File: config.mk
export PLATFORM = sky130hd
export DESIGN_NAME = match_control_flat
export DESIGN_NICKNAME = d
export VERILOG_FILES = /design/src/rtl/match_control_if.sv /design/src/rtl/match_control.sv /design/src/flat_wrapper.sv
export SDC_FILE = /design/constraint.sdc
export NUM_CORES = 1
export LEC_CHECK = 0
export CAP_MARGIN = 20
export CORE_MARGIN = 2
export CORE_UTILIZATION = 47
export DETAILED_ROUTE_END_ITERATION = 10
export GPL_ROUTABILITY_DRIVEN = 0
export PLACE_DENSITY = 0.75
export SLEW_MARGIN = 20
export SYNTH_ARGS = -nofsm -noshare
export SYNTH_HDL_FRONTEND = slang
export SYNTH_SLANG_ARGS = --single-unit
File: constraint.sdc
create_clock -name clk -period 1.7 [get_ports clk]
set_input_delay 0.34 -clock clk [delete_from_list [all_inputs] [get_ports clk]]
set_output_delay 0.34 -clock clk [all_outputs]
set_load 0.02 [all_outputs]
File: src/rtl/match_control_if.sv
// Match controller I/O bundle: menu key, hit/shield strobes in, and the
// match status (state, HP, rounds, invulnerability, round pulse) out.
// The slave modport is the controller side; master is the game logic
// that feeds strobes and consumes status.
interface match_control_if #(
    parameter int HP_W = 2,
    parameter int RW   = 2
);
    logic            select;
    logic            player_hit;
    logic            enemy_hit;
    logic            player_shield;
    logic            enemy_shield;
    logic [2:0]      o_state;
    logic            o_is_gaming;
    logic [HP_W-1:0] o_player_hp;
    logic [HP_W-1:0] o_enemy_hp;
    logic [RW-1:0]   o_player_rounds;
    logic [RW-1:0]   o_enemy_rounds;
    logic            o_player_invuln;
    logic            o_enemy_invuln;
    logic            o_round_done;

    modport master (
        output select, player_hit, enemy_hit, player_shield, enemy_shield,
        input  o_state, o_is_gaming, o_player_hp, o_enemy_hp,
               o_player_rounds, o_enemy_rounds,
               o_player_invuln, o_enemy_invuln, o_round_done
    );

    modport slave (
        input  select, player_hit, enemy_hit, player_shield, enemy_shield,
        output o_state, o_is_gaming, o_player_hp, o_enemy_hp,
               o_player_rounds, o_enemy_rounds,
               o_player_invuln, o_enemy_invuln, o_round_done
    );
endinterface

File: src/rtl/match_control.sv
// Best-of-N fighting-game match controller: menu start, HP bookkeeping with
// invulnerability frames, round pause, and win/lose screens.
// Optional feature: define MATCH_CONTROL_TIMEOUT_EN to add a per-round time
// limit (ROUND_TIME_CYCLES); on expiry the side with more HP takes the round.
module match_control #(
    parameter int HP_W             = 2,
    parameter int HP_INIT          = 3,
    parameter int ROUNDS_TO_WIN    = 2,
    parameter int IFRAME_CYCLES    = 4,
    parameter int ROUND_END_CYCLES = 8
`ifdef MATCH_CONTROL_TIMEOUT_EN
    ,
    parameter int ROUND_TIME_CYCLES = 1024
`endif
) (
    input logic            clk,
    input logic            rst,
    match_control_if.slave bus
);
    localparam int RW = $clog2(ROUNDS_TO_WIN + 1);
    localparam int IW = (IFRAME_CYCLES > 0) ? $clog2(IFRAME_CYCLES + 1) : 1;
    localparam int TW = $clog2(ROUND_END_CYCLES + 1);
`ifdef MATCH_CONTROL_TIMEOUT_EN
    localparam int RTW = $clog2(ROUND_TIME_CYCLES + 1);
`endif

    typedef enum logic [2:0] {
        S_START     = 3'd0,
        S_PLAY      = 3'd1,
        S_ROUND_END = 3'd2,
        S_WIN       = 3'd3,
        S_LOSE      = 3'd4
    } state_t;

    state_t          state;
    logic            select_q;
    logic [HP_W-1:0] p_hp, e_hp;
    logic [RW-1:0]   p_rounds, e_rounds;
    logic [IW-1:0]   p_inv, e_inv;
    logic [TW-1:0]   timer;
    logic            round_done;
`ifdef MATCH_CONTROL_TIMEOUT_EN
    logic [RTW-1:0]  round_timer;
`endif

    logic sel_rise;
    logic p_hit_ok, e_hit_ok;
    logic end_round, award_p, award_e;

    assign sel_rise = bus.select & ~select_q;

    // Decide which hits count this cycle and whether the round is over.
    always_comb begin
        // NOTE: every output of this block gets a default first, so no path leaves it unassigned and no latch is inferred.
        p_hit_ok  = bus.player_hit && !bus.player_shield && (p_inv == '0) && (p_hp != '0);
        e_hit_ok  = bus.enemy_hit  && !bus.enemy_shield  && (e_inv == '0) && (e_hp != '0);
        end_round = 1'b0;
        award_p   = 1'b0;
        award_e   = 1'b0;
        if ((p_hp == '0) || (e_hp == '0)) begin
            end_round = 1'b1;
            award_p   = (e_hp == '0) && (p_hp != '0);
            award_e   = (p_hp == '0) && (e_hp != '0);
        end
`ifdef MATCH_CONTROL_TIMEOUT_EN
        else if (round_timer == RTW'(ROUND_TIME_CYCLES - 1)) begin
            end_round = 1'b1;
            award_p   = p_hp > e_hp;
            award_e   = e_hp > p_hp;
        end
`endif
    end

    // Match FSM and all datapath registers, with synchronous reset.
    always_ff @(posedge clk) begin
        // NOTE: state is updated with non-blocking assignments so every register samples the pre-edge values.
        if (rst) begin
            state      <= S_START;
            select_q   <= 1'b1;
            p_hp       <= HP_W'(HP_INIT);
            e_hp       <= HP_W'(HP_INIT);
            p_rounds   <= '0;
            e_rounds   <= '0;
            p_inv      <= '0;
            e_inv      <= '0;
            timer      <= '0;
            round_done <= 1'b0;
`ifdef MATCH_CONTROL_TIMEOUT_EN
            round_timer <= '0;
`endif
        end else begin
            select_q   <= bus.select;
            round_done <= 1'b0;
            case (state)
                S_START: begin
                    if (sel_rise) begin
                        state    <= S_PLAY;
                        p_hp     <= HP_W'(HP_INIT);
                        e_hp     <= HP_W'(HP_INIT);
                        p_rounds <= '0;
                        e_rounds <= '0;
                        p_inv    <= '0;
                        e_inv    <= '0;
`ifdef MATCH_CONTROL_TIMEOUT_EN
                        round_timer <= '0;
`endif
                    end
                end
                S_PLAY: begin
                    if (p_hit_ok) begin
                        p_hp  <= p_hp - HP_W'(1);
                        p_inv <= IW'(IFRAME_CYCLES);
                    end else if (p_inv != '0) begin
                        p_inv <= p_inv - IW'(1);
                    end
                    if (e_hit_ok) begin
                        e_hp  <= e_hp - HP_W'(1);
                        e_inv <= IW'(IFRAME_CYCLES);
                    end else if (e_inv != '0) begin
                        e_inv <= e_inv - IW'(1);
                    end
                    if (end_round) begin
                        state      <= S_ROUND_END;
                        timer      <= '0;
                        round_done <= 1'b1;
                        if (award_p && (p_rounds != RW'(ROUNDS_TO_WIN)))
                            p_rounds <= p_rounds + RW'(1);
                        if (award_e && (e_rounds != RW'(ROUNDS_TO_WIN)))
                            e_rounds <= e_rounds + RW'(1);
                    end
`ifdef MATCH_CONTROL_TIMEOUT_EN
                    else begin
                        round_timer <= round_timer + RTW'(1);
                    end
`endif
                end
                S_ROUND_END: begin
                    if (timer == TW'(ROUND_END_CYCLES - 1)) begin
                        if (p_rounds == RW'(ROUNDS_TO_WIN)) begin
                            state <= S_WIN;
                        end else if (e_rounds == RW'(ROUNDS_TO_WIN)) begin
                            state <= S_LOSE;
                        end else begin
                            state <= S_PLAY;
                            p_hp  <= HP_W'(HP_INIT);
                            e_hp  <= HP_W'(HP_INIT);
                            p_inv <= '0;
                            e_inv <= '0;
`ifdef MATCH_CONTROL_TIMEOUT_EN
                            round_timer <= '0;
`endif
                        end
                    end else begin
                        timer <= timer + TW'(1);
                    end
                end
                S_WIN, S_LOSE: begin
                    if (sel_rise)
                        state <= S_START;
                end
                default: state <= S_START;
            endcase
        end
    end

    assign bus.o_state         = state;
    assign bus.o_is_gaming     = (state == S_PLAY);
    assign bus.o_player_hp     = p_hp;
    assign bus.o_enemy_hp      = e_hp;
    assign bus.o_player_rounds = p_rounds;
    assign bus.o_enemy_rounds  = e_rounds;
    assign bus.o_player_invuln = (p_inv != '0);
    assign bus.o_enemy_invuln  = (e_inv != '0);
    assign bus.o_round_done    = round_done;
endmodule

File: src/flat_wrapper.sv
// flat-port wrapper written by rule: the top's interface ports become plain ports
module match_control_flat 
#(
    parameter int HP_W             = 2,
    parameter int HP_INIT          = 3,
    parameter int ROUNDS_TO_WIN    = 2,
    parameter int IFRAME_CYCLES    = 4,
    parameter int ROUND_END_CYCLES = 8

)
  (clk, rst, bus_select, bus_player_hit, bus_enemy_hit, bus_player_shield, bus_enemy_shield, bus_o_state, bus_o_is_gaming, bus_o_player_hp, bus_o_enemy_hp, bus_o_player_rounds, bus_o_enemy_rounds, bus_o_player_invuln, bus_o_enemy_invuln, bus_o_round_done);
  match_control_if #(.HP_W(HP_W), .RW(($clog2(ROUNDS_TO_WIN + 1)))) bus_i ();
  input logic clk;
  input logic rst;
  input wire logic [$bits(bus_i.select)-1:0] bus_select;
  input wire logic [$bits(bus_i.player_hit)-1:0] bus_player_hit;
  input wire logic [$bits(bus_i.enemy_hit)-1:0] bus_enemy_hit;
  input wire logic [$bits(bus_i.player_shield)-1:0] bus_player_shield;
  input wire logic [$bits(bus_i.enemy_shield)-1:0] bus_enemy_shield;
  output wire logic [$bits(bus_i.o_state)-1:0] bus_o_state;
  output wire logic [$bits(bus_i.o_is_gaming)-1:0] bus_o_is_gaming;
  output wire logic [$bits(bus_i.o_player_hp)-1:0] bus_o_player_hp;
  output wire logic [$bits(bus_i.o_enemy_hp)-1:0] bus_o_enemy_hp;
  output wire logic [$bits(bus_i.o_player_rounds)-1:0] bus_o_player_rounds;
  output wire logic [$bits(bus_i.o_enemy_rounds)-1:0] bus_o_enemy_rounds;
  output wire logic [$bits(bus_i.o_player_invuln)-1:0] bus_o_player_invuln;
  output wire logic [$bits(bus_i.o_enemy_invuln)-1:0] bus_o_enemy_invuln;
  output wire logic [$bits(bus_i.o_round_done)-1:0] bus_o_round_done;
  assign bus_i.select = bus_select;
  assign bus_i.player_hit = bus_player_hit;
  assign bus_i.enemy_hit = bus_enemy_hit;
  assign bus_i.player_shield = bus_player_shield;
  assign bus_i.enemy_shield = bus_enemy_shield;
  assign bus_o_state = bus_i.o_state;
  assign bus_o_is_gaming = bus_i.o_is_gaming;
  assign bus_o_player_hp = bus_i.o_player_hp;
  assign bus_o_enemy_hp = bus_i.o_enemy_hp;
  assign bus_o_player_rounds = bus_i.o_player_rounds;
  assign bus_o_enemy_rounds = bus_i.o_enemy_rounds;
  assign bus_o_player_invuln = bus_i.o_player_invuln;
  assign bus_o_enemy_invuln = bus_i.o_enemy_invuln;
  assign bus_o_round_done = bus_i.o_round_done;
  match_control #(.HP_W(HP_W), .HP_INIT(HP_INIT), .ROUNDS_TO_WIN(ROUNDS_TO_WIN), .IFRAME_CYCLES(IFRAME_CYCLES), .ROUND_END_CYCLES(ROUND_END_CYCLES)) u_core (.clk(clk), .rst(rst), .bus(bus_i));
endmodule
==> impl_metrics.py, run 1 <==
metrics = {
    "placement": {
        "place_hpwl_mm": 2.69,
        "dp.cells": 240,
        "place_ws_ps": -403,
        "portBuffers": 21,
        "dpl_cell_area_mm2": 0.00184,
    },
    "worst_setup_path": {
        "crit_path_cell_trace": "ha_4 > nand3b_1 > o41a_1 > nor3_2 > mux2_4",
        "startpoint": "u_core.timer[0]",
        "worstSetupEndpointType": "register",
        "worst_path_max_delay_cell": "o41a_1",
        "r2r-end": "u_core.e_inv[1]",
        "critical_path_buf_inv_count": 0,
        "rr_startpoint": "u_core.timer[0]",
        "arrival_ps": 2000,
        "required_ps": 1920,
        "crit_cells": 5,
        "rrSetupSlack_ps": -80,
        "cp_max_fo": 5,
        "path_delay_family": "compound AO/OA/AOI/OAI gates",
        "slowest_delay_ps": 440,
        "start_kind": "register",
        "worstSetupPathType": "register to register",
        "reg2reg_depth": 5,
    },
    "cts": {
        "clockBufferDepth": 2,
        "clkTransAtPathRegs_ps": 130,
        "cts_tree": "built",
        "numClockSinks": 23,
        "insertion_delay_ps": 330,
        "root_buffer": "clkbuf_4",
        "h-tree-depth": 1,
        "cts_buffers": 3,
        "cts_hold_buf": 0,
    },
    "synthesis": {
        "syn_nets": 175,
        "ys_ff_latch": 23,
        "netlist.area_leader.share_pct": 34.5,
        "syn_avg_cell_area_um2": 8.40,
        "post-synth-top-area-cell": "dfxtp_1",
        "ys_warn_count": 0,
        "yosysSeqAreaShare_pct": 34.5,
        "synth_edf_count": 0,
        "async_flop_share_pct": 0,
        "yosys_most_used_dff": "dfxtp_1",
        "yosysUniqueCellTypes": 42,
        "synth.cell_area_mm2": 0.00134,
        "netlist_top_cells_area": "dfxtp_1, ha_1, a21oi_1",
        "synth_cells": 159,
    },
    "sta": {
        "relSlewSlack_pct": 74.5,
        "fmax_mhz": 561,
        "period_minus_slack_ps": 1780,
        "drv_slew": 0,
        "worst_slack_ps": -81.5,
        "min_period_over_period_pct": 105,
        "worst_pin_slew_ps": 381,
        "hold_slack_ps": 537,
        "finalHoldViolCount": 0,
        "clock_skew_ps": 11.3,
        "totalNegativeSetupSlack_ps": -193,
        "grt_setup_unrepaired": "yes",
        "setup_violations": 5,
    },
    "die": {
        "start_util_pct": 48.8,
        "die_h_um": 57.3,
        "num_rows": 19,
        "io_pins": 22,
        "die-area_mm2": 0.00328,
        "core_area_mm2": 0.00273,
        "die_x_um": 57.3,
    },
    "flow_run": {
        "drv_cap": 0,
    },
    "min_path": {
        "hold_path.class": "register to register",
        "hold_depth": 2,
        "hold_end": "u_core.timer[2]",
        "min_from": "u_core.timer[2]",
    },
    "final_layout": {
        "area_growth_pct": 55.0,
        "layout-drive-gt1-share_pct": 42.7,
        "final_common_cell": "buf_4",
        "postLayoutCoreUtil_pct": 75.7,
        "finalNonFillerCells": 249,
        "diodes": 0,
        "design_area_mm2": 0.00207,
        "mostFrequentLayoutCells": "buf_4, inv_1, a21oi_1, dfxtp_1, clkdlybuf4s50_1",
        "layout.nets": 235,
    },
    "pwr": {
        "power_density_mw_per_mm2": 1240,
        "fin_total_pwr_mw": 2.57,
        "peakVddDrop_mv": 1.16,
        "p_leak_nw": 0.880,
    },
    "drt": {
        "post_drt_wl_per_cell_um": 15.7,
        "via_per_inst": 5.79,
        "route.vias.total": 1441,
        "final_antenna_net_count": 0,
        "drtIter0Drc": 57,
        "wirelength_mm": 3.90,
        "drc": 0,
        "drt_first_pass_iters": 4,
    },
    "outcome": {
        "status": "finished, violations left",
        "violations": "setup timing",
    },
    "grt": {
        "grtUsageTotal_pct": 25.3,
        "grt_pass1_wl_mm": 6.49,
        "grt-ovfl-total": 0,
        "grt_pass1_vias": 1473,
        "antenna_found_initial": 0,
        "grt_max_degree": 17,
    },
}
-- cell usage after synthesis (2+ instances only) --
| cell | n |
|---|---|
| nand3_1 | 4 |
| inv_1 | 15 |
| nand3b_1 | 3 |
| clkbuf_1 | 5 |
| nor2_1 | 7 |
| nor3b_1 | 6 |
| o21ai_0 | 9 |
| a21o_1 | 3 |
| a31o_2 | 2 |
| mux2_2 | 2 |
| a311oi_1 | 2 |
| or4_1 | 2 |
| ha_1 | 9 |
| and3b_1 | 3 |
| nor3_1 | 7 |
| a221o_1 | 2 |
| nand4_1 | 4 |
| nand2_1 | 6 |
| a21oi_1 | 15 |
| nor2b_1 | 5 |
| dfxtp_1 | 23 |
| or3_1 | 5 |
-- worst max path at each step --
stage | end | slack (ps)
6_report | u_core.e_inv[1] | -80
5_1_grt | u_core.e_inv[1] | -140
4_1_cts | bus_o_player_invuln | -80
3_5_place_dp | u_core.e_inv[1] | -400
3_3_place_gp | u_core.e_inv[1] | -290
2_1_floorplan | u_core.e_inv[1] | -40
-- layer usage --
| metal | part of all wire, % | track usage (%) | vias up | routed length, um |
|---|---|---|---|---|
| li1 | - | - | 706 | - |
| met1 | 41 | 29.2 | 690 | 1600 |
| met2 | 53 | 45.6 | 38 | 2060 |
| met3 | 3.6 | 3.17 | 7 | 141 |
| met4 | 2.4 | 12.6 | 0 | 95 |
| met5 | 0 | 0 | - | 0 |
-- layout make-up --
type	instances	area, um2
well taps	31	38.8
flip-flops and latches	23	473
clock buffers	3	22.5
repair buffers	61	507
inverters	16	60.1
clock inverters	1	5.00
fillers	190	664
multi-input cells	114	963
-- where the power goes --
part | internal [mW] | switching [mW] | total, mW
combinational | 0.790 | 0.837 | 1.63
sequential | 0.615 | 0.0567 | 0.672
clock | 0.0883 | 0.180 | 0.268
total | 1.49 | 1.07 | 2.57
-- timing repair --
action | 4_1_cts | 5_1_grt
buffers inserted | 5 | 0
pin swaps | 7 | 5
endpoints found under the setup margin | 20 | 20
gates resized for setup | 39 | 28
cloned | 0 | 0
-- worst reg2reg max path, cell delays in order, from the launching register on --
cell and delay (ps):
dfxtp_2 380, ha_4 140, nand3b_1 130, o41a_1 440, nor3_2 260, mux2_4 320
-- flip-flops by register name, summed over array words and instances (netlist names) --
name                        flops
u_core.bus.o_player_hp          2
u_core.bus.o_enemy_rounds       2
u_core.p_inv                    3
u_core.bus.o_enemy_hp           2
u_core.bus.o_round_done         1
u_core.timer                    4
u_core.select_q                 1
u_core.bus.o_state              3
u_core.e_inv                    3
u_core.bus.o_player_rounds      2
-- cells by family after synthesis --
logic type | synth area share, %
DFF | 34.5
muxes | 2.44
buffers and inverters | 6.75
AOI/OAI and AO/OA | 22.2
adders and majority gates | 8.44
and+or+nand+nor | 25.7
(Power assumes the default switching activity.)
==> run 2: changes to the inputs <==
SKIP_CTS_REPAIR_TIMING = 1   (was unset)
==> run 2 against run 1 <==
Net effect:
- global-route usage shrank 1.6 points
- register-to-register slack lost 20 ps
- the run still ends with setup timing left
- die area stayed put
- final area grew 0.18%
- largest power group unchanged
- worst hold slack worse by 22 ps
==> impl_metrics.py, run 2 (same netlist as run 1, synthesis figures left out) <==
metrics = {
    "outcome": {
        "status": "finished, violations left",
        "violations": "setup timing",
    },
    "placement": {
        "portBuffers": 21,
        "place_ws_ps": -403,
        "dp.cells": 240,
        "place_hpwl_mm": 2.69,
        "dpl_cell_area_mm2": 0.00184,
    },
    "drt": {
        "drc": 0,
        "route.vias.total": 1443,
        "wirelength_mm": 3.95,
        "via_per_inst": 5.82,
        "drt_first_pass_iters": 4,
        "post_drt_wl_per_cell_um": 15.9,
        "final_antenna_net_count": 0,
        "drtIter0Drc": 48,
    },
    "worst_setup_path": {
        "arrival_ps": 2030,
        "reg2reg_depth": 5,
        "cp-endpoint": "u_core.e_inv[1]",
        "worstSetupPathType": "register to register",
        "required_ps": 1930,
        "start_kind": "register",
        "r2r-end": "u_core.e_inv[1]",
        "worstSetupEndpointType": "register",
        "rr_startpoint": "u_core.timer[0]",
        "cp_max_fo": 5,
        "rrSetupSlack_ps": -100,
        "startpoint": "u_core.timer[0]",
    },
    "final_layout": {
        "layout.nets": 234,
        "multi_input_comb_area_um2": 962,
        "fillCellCount": 200,
        "diodes": 0,
        "final_common_cell": "buf_4",
        "design_area_mm2": 0.00207,
        "finalNonFillerCells": 248,
        "regArea_um2": 474,
        "area_growth_pct": 55.3,
        "top_register": "u_core.timer",
        "largest_register_ffs": 4,
        "layout-drive-gt1-share_pct": 42.4,
        "mostFrequentLayoutCells": "buf_4, inv_1, a21oi_1, clkdlybuf4s50_1, dfxtp_1",
    },
    "cts": {
        "cts_buffers": 3,
        "cts_tree": "built",
        "root_buffer": "clkbuf_4",
        "clkTransAtPathRegs_ps": 140,
        "clockBufferDepth": 2,
        "numClockSinks": 23,
        "h-tree-depth": 1,
        "insertion_delay_ps": 320,
    },
    "die": {
        "start_util_pct": 48.8,
        "io_pins": 22,
        "core_area_mm2": 0.00273,
        "die_h_um": 57.3,
        "num_rows": 19,
        "die-area_mm2": 0.00328,
        "die_x_um": 57.3,
    },
    "pwr": {
        "peakVddDrop_mv": 1.20,
        "power_density_mw_per_mm2": 1270,
        "p_leak_nw": 0.913,
    },
    "min_path": {
        "hold_path.class": "register to register",
    },
    "sta": {
        "fmax_mhz": 554,
        "setup_violations": 8,
        "finalHoldViolCount": 0,
        "period_minus_slack_ps": 1800,
        "worst_slack_ps": -104,
        "worst_pin_slew_ps": 360,
        "clock_skew_ps": 7.89,
        "relSlewSlack_pct": 75.9,
        "grt_setup_unrepaired": "yes",
        "drv_slew": 0,
        "min_period_over_period_pct": 106,
    },
    "grt": {
        "grt_pass1_wl_mm": 6.15,
        "grt_pass1_vias": 1442,
        "grt-ovfl-total": 0,
        "antenna_found_initial": 0,
        "grt_max_degree": 17,
        "grtUsageTotal_pct": 23.7,
    },
    "flow_run": {
        "drv_cap": 0,
    },
}
-- run 2: cell count changes in the layout (fill, tap and decap cells not counted), sizes merged --
cell / previous run / this run
dlygate4sd2: 6 / 0
clkdlybuf4s50: 11 / 14
dlymetal6s2s: 1 / 4
buf: 43 / 41
clkbuf: 3 / 4
-- run 2: worst max-delay path: stages, from the launching register on --
cell,delay [ps]
dfxtp_2,380
ha_4,140
nand3b_1,130
o41a_1,500
nor3_4,230
mux2_4,310
-- run 2: power by group --
group | internal (mW) | switching, mW
clock network | 0.0883 | 0.180
logic | 0.821 | 0.870
registers | 0.616 | 0.0587
total | 1.53 | 1.11
-- run 2: metrics by stage --
stage	utilization, %	hold slack [ps]	setup TNS, ps	total power [mW]
floorplan	-	447	-40.6	1.46
global placement	67.2	470	-2860	1.98
detailed placement	67.2	497	-4540	2.04
CTS	68.2	517	-2790	2.31
global route	75.8	546	-1030	2.80
finish	75.8	515	-272	2.63
-- run 2: area by class of cell --
type / instances / area share (%)
multi-input cells: 114 / 46.4
repair buffers: 60 / 24.6
flip-flops and latches: 23 / 22.9
inverters: 16 / 2.90
well taps: 31 / 1.87
clock buffers: 3 / 1.09
clock inverters: 1 / 0.241
-- run 2: worst min-delay path by stage --
stage / startpoint / end / slack [ps] / cells past startpoint
after floorplan: bus_select / u_core.select_q / 450 / 1
after global placement: u_core.bus.o_player_rounds[0] / u_core.bus.o_player_rounds[0] / 470 / 2
after detailed placement: u_core.bus.o_player_hp[1] / u_core.bus.o_player_hp[1] / 500 / 1
after CTS: u_core.bus.o_player_rounds[1] / u_core.bus.o_player_rounds[1] / 520 / 2
after global routing: u_core.bus.o_enemy_rounds[1] / u_core.bus.o_enemy_rounds[1] / 550 / 2
final: u_core.bus.o_player_rounds[1] / u_core.bus.o_player_rounds[1] / 520 / 2
-- run 2: per-layer routing --
metal / share of wire [%] / global-route usage, % / up-vias / wire (um)
met1: 40 / 27.8 / 683 / 1570
met5: 0 / 0 / - / 0
li1: - / - / 702 / -
met4: 2.7 / 11.6 / 0 / 105
met3: 3.9 / 3.40 / 9 / 153
met2: 54 / 42.0 / 49 / 2120
==> run 3: changes to the inputs <==
GPL_TIMING_DRIVEN = 0   (was unset)
==> run 3 against run 2 <==
Net effect:
- final cell count is 8.9% lower
- sequential share of layout area is 2.9 points higher
- combinational power is 20% lower
- critical endpoint unchanged
- global-route usage is 4.4 points lower
- the flow still finishes with violations (setup timing)
- routed wire length is 12% lower
- worst hold slack worse by 52 ps
==> impl_metrics.py, run 3 (same netlist as run 1, synthesis figures left out) <==
metrics = {
    "die": {
        "die_h_um": 57.3,
        "num_rows": 19,
        "die-area_mm2": 0.00328,
        "start_util_pct": 48.8,
        "io_pins": 22,
        "core_area_mm2": 0.00273,
        "die_x_um": 57.3,
    },
    "grt": {
        "grt_pass1_vias": 1177,
        "antenna_found_initial": 0,
        "grtUsageTotal_pct": 19.3,
        "grt-ovfl-total": 0,
        "grt_pass1_wl_mm": 5.12,
        "grt_max_degree": 13,
    },
    "final_layout": {
        "top_register": "u_core.timer",
        "diodes": 0,
        "design_area_mm2": 0.00187,
        "layout-drive-gt1-share_pct": 33.8,
        "layout.nets": 212,
        "final_common_cell": "a21oi_1",
        "postLayoutCoreUtil_pct": 68.3,
        "mostFrequentLayoutCells": "a21oi_1, clkdlybuf4s50_1, dfxtp_1",
        "largest_register_ffs": 4,
        "area_growth_pct": 39.8,
    },
    "worst_setup_path": {
        "rrSetupSlack_ps": -130,
        "reg2reg_depth": 5,
        "crit_cells": 5,
        "cp-endpoint": "u_core.e_inv[1]",
        "slowest_delay_ps": 430,
        "r2r-end": "u_core.e_inv[1]",
        "startpoint": "u_core.timer[1]",
        "path_delay_family": "simple AND/OR/NAND/NOR gates",
        "rr_startpoint": "u_core.timer[1]",
        "required_ps": 1910,
        "worst_path_max_delay_cell": "o41a_1",
        "worstSetupPathType": "register to register",
        "cp_max_fo": 4,
        "worstSetupEndpointType": "register",
        "start_kind": "register",
        "crit_path_cell_trace": "ha_4 > nand3b_1 > o41a_1 > nor3_2 > mux2_4",
        "critical_path_buf_inv_count": 0,
        "arrival_ps": 2040,
    },
    "drt": {
        "drc": 0,
        "drt_first_pass_iters": 4,
        "drtIter0Drc": 37,
        "route.vias.total": 1354,
        "final_antenna_net_count": 0,
        "post_drt_wl_per_cell_um": 15.4,
        "via_per_inst": 5.99,
        "wirelength_mm": 3.47,
    },
    "cts": {
        "insertion_delay_ps": 320,
        "numClockSinks": 23,
        "h-tree-depth": 1,
        "cts_tree": "built",
        "cts_buffers": 3,
        "clockBufferDepth": 2,
        "root_buffer": "clkbuf_4",
        "clkTransAtPathRegs_ps": 130,
    },
    "sta": {
        "grt_setup_unrepaired": "yes",
        "worst_slack_ps": -128,
        "finalHoldViolCount": 0,
        "setup_violations": 12,
        "clock_skew_ps": 13.8,
        "fmax_mhz": 547,
        "period_minus_slack_ps": 1830,
        "drv_slew": 0,
        "min_period_over_period_pct": 108,
        "worst_pin_slew_ps": 580,
        "relSlewSlack_pct": 61.2,
    },
    "outcome": {
        "violations": "setup timing",
        "status": "finished, violations left",
    },
    "min_path": {
        "hold_path.class": "register to register",
    },
    "flow_run": {
        "drv_cap": 0,
    },
    "pwr": {
        "p_leak_nw": 0.769,
        "power_density_mw_per_mm2": 1240,
        "peakVddDrop_mv": 0.993,
    },
    "placement": {
        "place_ws_ps": -608,
        "place_hpwl_mm": 2.35,
        "portBuffers": 20,
        "dpl_cell_area_mm2": 0.00160,
    },
}
run 3: cell types whose count changed in the layout (fill, tap and decap cells not counted), sizes merged:
cell           previous run  this run
buf                      41        15
clkbuf                    4        10
clkdlybuf4s50            14        13
clkinv                    2         0
clkinvlp                  0         1
run 3: per-stage QoR:
step,setup TNS (ps),std cells,hold slack [ps],total power [mW]
after CTS,-4560,214,474,2.04
after detailed placement,-7240,210,467,1.79
after floorplan,-40.6,159,447,1.46
final,-514,226,464,2.32
after global placement,-5740,210,462,1.74
after global routing,-1340,226,473,2.47
run 3: per-layer routing:
| metal | track usage [%] | share of wire [%] | vias up |
|---|---|---|---|
| li1 | - | - | 660 |
| met1 | 22.8 | 40 | 645 |
| met2 | 35.6 | 52 | 39 |
| met3 | 4.54 | 4.5 | 10 |
| met4 | 3.99 | 3.0 | 0 |
| met5 | 0 | 0 | - |
run 3: area by class of cell:
cell class / instances / area [um2]
flip-flops and latches: 23 / 480
multi-input cells: 114 / 931
plain buffers: 6 / 31.3
fillers: 217 / 867
well taps: 31 / 38.8
clock buffers: 4 / 26.3
inverters: 16 / 63.8
repair buffers: 32 / 295
run 3: how the worst min path moves through the flow:
stage / slack [ps] / depth (start not counted) / start / to
3_3_place_gp: 460 / 2 / u_core.timer[1] / u_core.timer[1]
2_1_floorplan: 450 / 1 / bus_select / u_core.select_q
5_1_grt: 470 / 1 / u_core.p_inv[0] / u_core.p_inv[0]
6_report: 460 / 1 / u_core.p_inv[0] / u_core.p_inv[0]
3_5_place_dp: 470 / 2 / u_core.timer[1] / u_core.timer[1]
4_1_cts: 470 / 3 / rst / u_core.bus.o_enemy_hp[0]
run 3: power breakdown:
part           leakage, nW  switching (mW)  internal [mW]
clock               0.0150           0.167         0.0919
combinational        0.563           0.758          0.600
sequential           0.190          0.0840          0.620
run 3: worst register-to-register path, delay by kind of cell (launching register included):
| family | cells | cell delay [ps] |
|---|---|---|
| mux | 1 | 330 |
| simple gates | 2 | 440 |
| flops | 1 | 390 |
| fa+ha+maj | 1 | 150 |
| compound gates | 1 | 430 |
